File: src/rtl/imem_loader.sv
// Byte-stream instruction memory loader: header (word count - 1), little-endian words,
// then an 8-bit additive checksum. Each assembled word is strobed out with a one-cycle we.
module imem_loader #(
  parameter int unsigned n = 32
) (
  input  logic         clk,
  input  logic         reset,
  input  logic         start,
  input  logic [7:0]   rx_data,
  input  logic         rx_valid,
  output logic         rx_ready,
  output logic [4:0]   waddr,
  output logic [n-1:0] wdata,
  output logic         we,
  output logic         busy,
  output logic         done,
  output logic         err
);

  typedef enum logic [2:0] {
    StIdle,
    StHdr,
    StData,
    StWrite,
    StCsum,
    StDone
  } state_e;

  state_e       state_q, state_d;
  logic [4:0]   cnt_q;
  logic [4:0]   widx_q;
  logic [1:0]   bidx_q;
  logic [7:0]   csum_q;
  logic [23:0]  asm_q;
  logic [4:0]   waddr_q;
  logic [n-1:0] wdata_q;
  logic         err_q;
  logic         accept;

  assign accept = rx_valid & rx_ready;

  always_ff @(posedge clk) begin
    if (reset) begin
      state_q <= StIdle;
    end else begin
      state_q <= state_d;
    end
  end

  always_comb begin
    state_d = state_q;
    unique case (state_q)
      StIdle, StDone: if (start) state_d = StHdr;
      StHdr:          if (accept) state_d = StData;
      StData:         if (accept && bidx_q == 2'd3) state_d = StWrite;
      StWrite:        state_d = (widx_q == cnt_q) ? StCsum : StData;
      StCsum:         if (accept) state_d = StDone;
      default:        state_d = StIdle;
    endcase
  end

  always_comb begin
    rx_ready = 1'b0;
    busy     = 1'b0;
    we       = 1'b0;
    done     = 1'b0;
    unique case (state_q)
      StHdr, StData, StCsum: begin
        rx_ready = 1'b1;
        busy     = 1'b1;
      end
      StWrite: begin
        busy = 1'b1;
        we   = 1'b1;
      end
      StDone:  done = 1'b1;
      default: ;
    endcase
  end

  // Output word/address registers load only when a word completes, so they hold while we=0.
  always_ff @(posedge clk) begin
    if (reset) begin
      cnt_q   <= '0;
      widx_q  <= '0;
      bidx_q  <= '0;
      csum_q  <= '0;
      asm_q   <= '0;
      waddr_q <= '0;
      wdata_q <= '0;
      err_q   <= 1'b0;
    end else begin
      unique case (state_q)
        StIdle, StDone: begin
          if (start) begin
            cnt_q  <= '0;
            widx_q <= '0;
            bidx_q <= '0;
            csum_q <= '0;
            err_q  <= 1'b0;
          end
        end
        StHdr: if (accept) cnt_q <= rx_data[4:0];
        StData: begin
          if (accept) begin
            csum_q <= csum_q + rx_data;
            bidx_q <= bidx_q + 2'd1;
            unique case (bidx_q)
              2'd0: asm_q[7:0]   <= rx_data;
              2'd1: asm_q[15:8]  <= rx_data;
              2'd2: asm_q[23:16] <= rx_data;
              2'd3: begin
                wdata_q <= {rx_data, asm_q};
                waddr_q <= widx_q;
              end
              default: ;
            endcase
          end
        end
        // Saturate so a 32-word load never wraps the index back to 0.
        StWrite: if (widx_q != 5'd31) widx_q <= widx_q + 5'd1;
        StCsum:  if (accept) err_q <= (rx_data != csum_q);
        default: ;
      endcase
    end
  end

  assign waddr = waddr_q;
  assign wdata = wdata_q;
  assign err   = err_q;

endmodule
File: config.mk
export PLATFORM = sky130hd
export DESIGN_NAME = imem_loader
export DESIGN_NICKNAME = d
export VERILOG_FILES = /design/src/rtl/imem_loader.sv
export SDC_FILE = /design/constraint.sdc
export NUM_CORES = 1
export LEC_CHECK = 0
export BUFFER_PORTS_ARGS = -buffer_cell sky130_fd_sc_hd__clkbuf_2
export CAP_MARGIN = 15
export CORE_MARGIN = 2
export CORE_UTILIZATION = 47
export DETAILED_ROUTE_END_ITERATION = 8
export PLACE_DENSITY = 0.68
export SETUP_SLACK_MARGIN = 0.02
export SLEW_MARGIN = 20
export SYNTH_ARGS = -nofsm -noshare
export SYNTH_HDL_FRONTEND = slang
export SYNTH_SLANG_ARGS = --single-unit
export TNS_END_PERCENT = 1
File: constraint.sdc
create_clock -name clk -period 2.8 [get_ports clk]
set_clock_uncertainty 0.1 [all_clocks]
set_input_delay 0.14 -clock clk [delete_from_list [all_inputs] [get_ports clk]]
set_output_delay 0.14 -clock clk [all_outputs]
set_load 0.05 [all_outputs]
==> implementation parameters, run 1 <==
Parameter                              Value

Clock tree
  Clock tree from TritonCTS    yes
  Worst-skew pair later-pin latency    360 ps
  H-tree depth reported by CTS    3
  Setup Fix Bufs, Post-CTS    0
  Clock sink count    85
  Number of instances resized during post-cts repair    0
  Register clock-pin slew on the reported worst setup and hold paths    80 ps
  Number of hold-repair buffers added at the cts stage    1
  Root Driver    sky130_fd_sc_hd__clkbuf_8
  Total CTS buffers    9
  Max Buffers Root-to-Sink    2

Worst setup path
  Startpoint of the most critical setup path    state_q[0]$_SDFFE_PP0P_
  Element type at the critical path start    register
  Endpoint of the lowest-slack register-to-register path    asm_q[10]$_SDFFE_PP0P_
  Source of the worst register-to-register timing path    state_q[1]$_SDFFE_PP0P_
  Max Fanout on Critical Path    16
  Crit path capture    busy
  Type of destination of the critical path    primary output
  Required time of the critical path    2560 ps
  Category of the most critical setup path    register to primary output
  Register-to-Register Path Depth    6
  Register-to-Register Setup Slack    650 ps
  Worst EP arrival    1940 ps

STA
  Final hold violations    0
  Peak clock frequency supported by timing    roughly 460 MHz
  Final total negative setup slack    0 ps
  Worst slew pin tran    829.8 ps
  Max-slew headroom    44.68%
  Clock period minus worst slack    2184 ps
  Fraction of the cycle the final worst path needs    between 70% and 80%
  Unrepaired setup endpoints after global routing    no
  Final setup fails    0
  Worst path setup slack after routing    616.4 ps
  Final max-slew violation count    0

Detailed routing
  Average routed wire per standard cell    13.40 um
  Iteration count of the initial detailed-routing pass    4
  Detail-routed via count per cell    5.186
  Vias    3158
  Starting DRT DRC Count    roughly 140
  Final antenna-violating net count    0
  Final routed DRC violation total    0
  Total length of routed wires    just over 8 mm

Placement
  DPL Wire Length    5.690 mm
  Port bufs    53
  Post-Place Setup Slack    ~680 ps
  Last weighted congestion value of the routability-driven placer    about 0.77

Synthesis
  Synthesized area    3770 sq um
  Largest cells by area after synthesis    sky130_fd_sc_hd__dfxtp_1, sky130_fd_sc_hd__nand2_1, sky130_fd_sc_hd__a21oi_1
  Dominant cell by count in the synthesized netlist    sky130_fd_sc_hd__nand2_1
  Dominant synthesized flop cell    sky130_fd_sc_hd__dfxtp_1
  Number of enable flip-flop cells after synthesis    0
  Yosys warns    0
  Number of synthesized register bits    85
  Average size of a mapped cell    8.195 sq um
  Fraction of registers with async set/reset    0%
  Sequential-to-total area share from yosys stat    45.14%
  Number of distinct library cell variants in the gate-level netlist after synthesis    47
  Leading post-synthesis cells by instance count    sky130_fd_sc_hd__nand2_1, sky130_fd_sc_hd__dfxtp_1, sky130_fd_sc_hd__a21oi_1
  Post-Synthesis Net Count    486
  Cells after Synth    460
  Proportion of netlist area held by the largest area contributor    between 40% and 50%
  Yosys top cell by area    sky130_fd_sc_hd__dfxtp_1

Floorplanning
  Area of the placeable core    7767 sq um
  Number of placed I/O pins    54
  Die height    93.56 um
  Initial Util    between 40% and 50%
  Horizontal extent of the die    93.56 um
  Total die area    8753 sq um
  Row count    32

Flow run
  Number of max-cap violations    0

Power and ir drop
  Internal power    1.909 mW
  Switching power as a share of total power    29.58%
  Power spent charging and discharging nets    0.8021 mW
  Power share of the clock group    34.8%
  Share of total power in sequential cells    a little under half
  Pwr/cell area    approximately 640 nW/um^2
  Peak supply drop    around 0.25 mV
  Leakage component of the power    1.598 nW
  Logic gate share of total power    between 10% and 20%

Finish
  Fraction of layout cells with a size suffix above 1    16.37%
  FILL cells    758
  Area of all sequential standard cells    1702 sq um
  Count of antenna diodes in the layout    0
  Layout net count    528
  Area grow syn2layout    11.98%
  Area of the multi-input gates    1827 sq um

Global route
  Maximum number of pins on one net before global-route repair    44
  Aggregate global-route resource usage    19.79%
  Global-route wire length before repair    13.80 mm
  Number of antenna violations at the first check in global routing    0
  GR Overflow Total    0
  Number of global-route vias before repair    just under 3000

Status
  Outcome    finished clean

Hold path
  Min-Delay Path Class    input pin to register
  Hold wc startpoint    rx_data[6]
-- area by class of cell --
type	count	share of cell area (%)
flip-flops and latches	85	40.31
clock inverters	5	1.986
multi-input cells	339	43.27
repair buffers	61	7.765
clock buffers	11	3.112
well taps	102	3.023
inverters	6	0.5335
-- metal layers --
metal | vias up | wire length (um) | track usage [%]
li1 | 1650 | - | -
met1 | 1434 | 3790 | 26.19
met2 | 65 | 3883 | 32.61
met3 | 9 | 405 | 3.223
met4 | 0 | 84 | 7.246
met5 | - | 0 | 0
-- cells by family after synthesis --
family	count (synthesis)	synth area share, %
AO/OA/AOI/OAI	107	16.03
XOR/XNOR	14	3.253
adder cells (fa/ha/maj)	14	4.846
buffers and inverters	36	6.405
flip-flops	85	45.14
multiplexers	3	0.8629
AND/OR/NAND/NOR	201	23.47
-- registers in the layout, indices dropped and copies added, names as in the netlist --
register,count
cnt_q,5
csum_q,8
asm_q,24
state_q,3
err,1
waddr,5
wdata,32
widx_q,5
bidx_q,2
-- stage by stage --
| step | util [%] | cell area (sq um) | hold slack (ps) | cells | total power, mW |
|---|---|---|---|---|---|
| detailed placement | 51.45 | 3996 | 346.1 | 592 | 1.791 |
| global placement | 51.45 | 3996 | 342.2 | 592 | 1.780 |
| floorplan | - | 3770 | 176.0 | 460 | 1.714 |
| global route | 54.35 | 4222 | 19.69 | 609 | 2.839 |
| finish | 54.35 | 4222 | 28.56 | 609 | 2.711 |
| CTS | 54.35 | 4222 | 22.48 | 609 | 2.732 |
-- worst max-delay path, stage by stage, from the launching register on --
cell	delay, ps
sky130_fd_sc_hd__dfxtp_1	670
sky130_fd_sc_hd__nor2_1	130
sky130_fd_sc_hd__nand2_1	120
sky130_fd_sc_hd__o21ai_0	140
sky130_fd_sc_hd__or2_2	300
sky130_fd_sc_hd__clkbuf_2	240
-- power by group through the flow --
stage               clock [mW]  sequential (mW)  combinational, mW
floorplan                    0             1.29              0.425
global placement             0             1.33              0.454
detailed placement           0             1.33              0.463
CTS                      0.966             1.30              0.467
global route              1.02             1.31              0.516
finish                   0.945             1.30              0.468
-- worst min-delay path by stage --
stage	to	slack, ps	cells after the start
after floorplan	wdata[24]$_SDFFE_PP0P_	180	2
after global placement	wdata[7]$_SDFFE_PP0P_	340	2
after detailed placement	wdata[16]$_SDFFE_PP0P_	350	2
after CTS	wdata[30]$_SDFFE_PP0P_	20	3
after global routing	wdata[30]$_SDFFE_PP0P_	20	3
final	wdata[30]$_SDFFE_PP0P_	30	3
-- cell usage in the layout (no fill, tap or decap), types with 2 or more instances in the layout --
master | synthesis | final
sky130_fd_sc_hd__nand3b_1 | 3 | 3
sky130_fd_sc_hd__nor3_1 | 5 | 5
sky130_fd_sc_hd__ha_1 | 13 | 13
sky130_fd_sc_hd__nand4_1 | 3 | 3
sky130_fd_sc_hd__nand2_1 | 123 | 123
sky130_fd_sc_hd__nor2b_1 | 2 | 2
sky130_fd_sc_hd__xor2_1 | 8 | 8
sky130_fd_sc_hd__nand3_1 | 27 | 27
sky130_fd_sc_hd__mux2_2 | 2 | 2
sky130_fd_sc_hd__a32oi_1 | 2 | 2
sky130_fd_sc_hd__and3_1 | 2 | 2
sky130_fd_sc_hd__a21oi_1 | 77 | 77
sky130_fd_sc_hd__a31oi_1 | 3 | 3
sky130_fd_sc_hd__buf_4 | 6 | 7
sky130_fd_sc_hd__nand2b_1 | 3 | 3
sky130_fd_sc_hd__clkbuf_1 | 11 | 2
sky130_fd_sc_hd__nor4b_1 | 2 | 2
sky130_fd_sc_hd__bufinv_16 | 0 | 2
sky130_fd_sc_hd__inv_1 | 6 | 6
sky130_fd_sc_hd__a211oi_1 | 2 | 2
sky130_fd_sc_hd__a22oi_1 | 6 | 6
sky130_fd_sc_hd__clkinvlp_4 | 0 | 2
sky130_fd_sc_hd__nor2_1 | 22 | 22
sky130_fd_sc_hd__clkbuf_8 | 0 | 9
sky130_fd_sc_hd__o21ai_0 | 6 | 6
sky130_fd_sc_hd__or2_2 | 2 | 2
sky130_fd_sc_hd__xnor2_1 | 6 | 6
sky130_fd_sc_hd__o21bai_1 | 2 | 2
sky130_fd_sc_hd__dfxtp_1 | 85 | 85
sky130_fd_sc_hd__clkbuf_2 | 0 | 53
No activity file was read; power rests on OpenSTA's default activity.
==> run 2: changes to the inputs <==
- ABC_AREA: not set -> 1
- PLACE_DENSITY: 0.68 -> 0.67
- clock period: 2.8 -> 2.2 ns (I/O delays scaled with it)
==> run 2 against run 1 <==
- combinational power grew to 3.1 times the previous value
- global-route usage is 1.4 points higher
- setup slack worse by 390 ps
- sequential power is 37% higher
- clock power is 43% higher
- largest cell class unchanged
- synthesized cell count is 13% higher
- critical path type unchanged
- via count is 9.7% higher
- utilization is 2.1 points higher
- hold slack worse by 18 ps
- flip-flop and latch count stayed put
- sequential share of layout area is 1.7 points lower
==> implementation parameters, run 2 <==
Parameter                              Value

Worst setup path
  Element type at the critical path start    register (unchanged)
  Source of the worst register-to-register timing path    state_q[2]$_SDFFE_PP0P_ (was state_q[1]$_SDFFE_PP0P_)
  Max Fanout on Critical Path    8 (was 16)
  Type of destination of the critical path    primary output (unchanged)
  Register-to-Register Path Depth    9 (was 6)
  Sum of buffers and inverters on the critical path    2 (was 1)
  Top delay family on crit path    flip-flops (unchanged)
  Endpoint of the lowest-slack register-to-register path    csum_q[0]$_SDFFE_PP0P_ (was asm_q[10]$_SDFFE_PP0P_)
  CP Depth    6 (was 5)
  Stage delay of the slowest cell on the critical path    540 ps (was 670 ps)
  Cell with the biggest individual delay on the critical path    sky130_fd_sc_hd__dfxtp_1 (unchanged)
  Startpoint of the most critical setup path    state_q[2]$_SDFFE_PP0P_ (was state_q[0]$_SDFFE_PP0P_)
  Critical path, cell by cell    nor2_4, nand2_2, inv_1, nor2_1, nand3_1, clkbuf_2 (was nor2_1, nand2_1, o21ai_0, or2_2, clkbuf_2)
  Required time of the critical path    1990 ps (was 2560 ps)
  Worst EP arrival    1760 ps (was 1940 ps)
  Category of the most critical setup path    register to primary output (unchanged)
  Crit path capture    busy (unchanged)
  Register-to-Register Setup Slack    390 ps (was 650 ps)

STA
  Final hold violations    0 (unchanged)
  Unrepaired setup endpoints after global routing    no (unchanged)
  Final max-slew violation count    0 (unchanged)
  Final setup fails    0 (unchanged)
  Clock period minus worst slack    just under 2000 ps
  Fraction of the cycle the final worst path needs    89.56%
  Max-slew headroom    68.54% (was 44.68%)
  Peak clock frequency supported by timing    just over 500 MHz
  Worst slew pin tran    471.4 ps (was 829.8 ps)
  Final total negative setup slack    0 ps (unchanged)

Floorplanning
  Row count    32 (unchanged)
  Total die area    8920 sq um (was 8753 sq um)
  Number of placed I/O pins    54 (unchanged)
  Area of the placeable core    7807 sq um (was 7767 sq um)
  Initial Util    49.25% (was 48.53%)
  Die height    94.45 um (was 93.56 um)
  Horizontal extent of the die    94.45 um (was 93.56 um)

Synthesis
  Number of enable flip-flop cells after synthesis    0 (unchanged)
  Yosys top cell by area    sky130_fd_sc_hd__dfxtp_1 (unchanged)
  Dominant cell by count in the synthesized netlist    sky130_fd_sc_hd__nand2_1 (unchanged)
  Yosys warns    0 (unchanged)
  Largest cells by area after synthesis    sky130_fd_sc_hd__dfxtp_1, sky130_fd_sc_hd__a21oi_1, sky130_fd_sc_hd__nand2_1 (was sky130_fd_sc_hd__dfxtp_1, sky130_fd_sc_hd__nand2_1, sky130_fd_sc_hd__a21oi_1)
  Fraction of registers with async set/reset    0% (unchanged)
  Cells after Synth    518 (was 460)
  Number of synthesized register bits    85 (unchanged)
  Dominant synthesized flop cell    sky130_fd_sc_hd__dfxtp_1 (unchanged)
  Sequential-to-total area share from yosys stat    44.26% (was 45.14%)
  Proportion of netlist area held by the largest area contributor    44.26% (was 45.14%)
  Average size of a mapped cell    7.423 sq um (was 8.195 sq um)
  Number of distinct library cell variants in the gate-level netlist after synthesis    29 (was 47)
  Synthesized area    3845 sq um (was 3770 sq um)
  Leading post-synthesis cells by instance count    sky130_fd_sc_hd__nand2_1, sky130_fd_sc_hd__a21oi_1, sky130_fd_sc_hd__dfxtp_1 (was sky130_fd_sc_hd__nand2_1, sky130_fd_sc_hd__dfxtp_1, sky130_fd_sc_hd__a21oi_1)
  Post-Synthesis Net Count    544 (was 486)

Finish
  Final Util    56.43% (was 54.35%)
  Flip-flop count of the largest register, all copies and words added    32 (unchanged)
  Most common library cell in the layout ignoring fill and taps    sky130_fd_sc_hd__nand2_1 (unchanged)
  Fraction of layout cells with a size suffix above 1    16.43% (was 16.37%)
  Count of antenna diodes in the layout    0 (unchanged)
  Layout net count    587 (was 528)
  Area grow syn2layout    14.58% (was 11.98%)
  Most frequent cells in the layout    sky130_fd_sc_hd__nand2_1, sky130_fd_sc_hd__a21oi_1, sky130_fd_sc_hd__dfxtp_1 (was sky130_fd_sc_hd__nand2_1, sky130_fd_sc_hd__dfxtp_1, sky130_fd_sc_hd__a21oi_1)

Clock tree
  Max Buffers Root-to-Sink    2 (unchanged)
  Register clock-pin slew on the reported worst setup and hold paths    80 ps (about the same)
  Clock tree from TritonCTS    yes (unchanged)
  Clock sink count    85 (unchanged)
  Number of instances resized during post-cts repair    0 (unchanged)
  Root Driver    sky130_fd_sc_hd__clkbuf_8 (unchanged)
  H-tree depth reported by CTS    3 (unchanged)
  Total CTS buffers    9 (unchanged)
  Number of hold-repair buffers added at the cts stage    1 (unchanged)
  Setup Fix Bufs, Post-CTS    0 (unchanged)
  Worst-skew pair later-pin latency    360 ps (about the same)

Global route
  Number of global-route vias before repair    3217 (was 2939)
  Maximum number of pins on one net before global-route repair    69 (was 44)
  Number of antenna violations at the first check in global routing    0 (unchanged)
  Global-route wire length before repair    14.86 mm (was 13.80 mm)
  GR Overflow Total    0 (unchanged)
  Aggregate global-route resource usage    21.19% (was 19.79%)

Power and ir drop
  Leakage component of the power    1.823 nW (was 1.598 nW)
  Power spent charging and discharging nets    1.732 mW (was 0.8021 mW)
  Logic gate share of total power    31.6% (was 17.2%)
  Share of total power in sequential cells    38.9% (was 47.9%)
  Switching power as a share of total power    37.80% (was 29.58%)
  Power share of the clock group    29.5% (was 34.8%)
  Internal power    2.850 mW (was 1.909 mW)
  Peak supply drop    0.4449 mV (was 0.2484 mV)
  Pwr/cell area    1040 nW/um^2 (was 642.3 nW/um^2)

Hold path
  Hold wc startpoint    rx_data[0] (was rx_data[6])
  Min-Delay Path Class    input pin to register (unchanged)

Status
  Outcome    finished clean (unchanged)

Placement
  Port bufs    53 (unchanged)
  DPL Wire Length    6.115 mm (was 5.690 mm)
  Last weighted congestion value of the routability-driven placer    0.8627 (was 0.7661)

Detailed routing
  Average routed wire per standard cell    13.32 um (was 13.40 um)
  Starting DRT DRC Count    124 (was 138)
  Final routed DRC violation total    0 (unchanged)
  Detail-routed via count per cell    5.184 (was 5.186)
  Total length of routed wires    8.897 mm (was 8.163 mm)
  Vias    3463 (was 3158)
  Final antenna-violating net count    0 (unchanged)
  Iteration count of the initial detailed-routing pass    5 (was 4)

Flow run
  Number of max-cap violations    0 (unchanged)
-- run 2: worst min-delay path by stage --
stage	slack, ps	cells after the start	to
CTS	6	3	cnt_q[0]$_SDFFE_PP0P_
global placement	350	2	asm_q[3]$_SDFFE_PP0P_
detailed placement	350	2	asm_q[3]$_SDFFE_PP0P_
global route	30	3	asm_q[8]$_SDFFE_PP0P_
floorplan	150	2	cnt_q[0]$_SDFFE_PP0P_
finish	10	3	cnt_q[0]$_SDFFE_PP0P_
-- run 2: area by class of cell --
class	count	area [sq um]
fillers	750	3402
multi-input cells	362	1818
flip-flops and latches	85	1702
repair buffers	58	342.8
inverters	45	168.9
clock buffers	10	127.6
well taps	102	127.6
clock inverters	6	118.9
-- run 2: metrics by stage --
stage | instance area (sq um) | total power, mW | std cells | setup slack (ps) | hold slack [ps]
after global routing | 4405 | 4.845 | 668 | 128.3 | 27.82
after detailed placement | 4149 | 3.258 | 651 | 405.7 | 349.3
after floorplan | 3845 | 2.985 | 518 | 625.7 | 152.7
final | 4405 | 4.583 | 668 | 229.7 | 10.62
after CTS | 4405 | 4.597 | 668 | 224.9 | 6.192
after global placement | 4149 | 3.225 | 651 | 494.5 | 345.7
-- run 2: cell families after synthesis --
logic type	share of synthesized area (%)
compound gates	13.80
xor+xnor	0.9113
fa+ha+maj	4.751
buf+inv	8.461
flops	44.26
simple gates	27.82
-- run 2: worst min-delay path: cells and delay by family --
family / cells / cell delay, ps
buffers and inverters: 1 / 150
AOI/OAI and AO/OA: 1 / 60
and+or+nand+nor: 1 / 100
-- run 2: per-layer routing --
| metal | global-route usage (%) | part of all wire (%) | vias to the layer above |
|---|---|---|---|
| met4 | 7.850 | 1.8 | 0 |
| met1 | 27.87 | 47 | 1576 |
| met2 | 35.24 | 46 | 94 |
| li1 | - | - | 1779 |
| met5 | 0 | 0 | - |
| met3 | 3.272 | 5.3 | 14 |
-- run 2: power by group through the flow --
stage	logic [mW]	registers [mW]	clock network, mW
6_report	1.45	1.78	1.35
5_1_grt	1.61	1.80	1.43
4_1_cts	1.45	1.78	1.37
3_5_place_dp	1.44	1.82	0
3_3_place_gp	1.42	1.81	0
2_1_floorplan	1.18	1.81	0
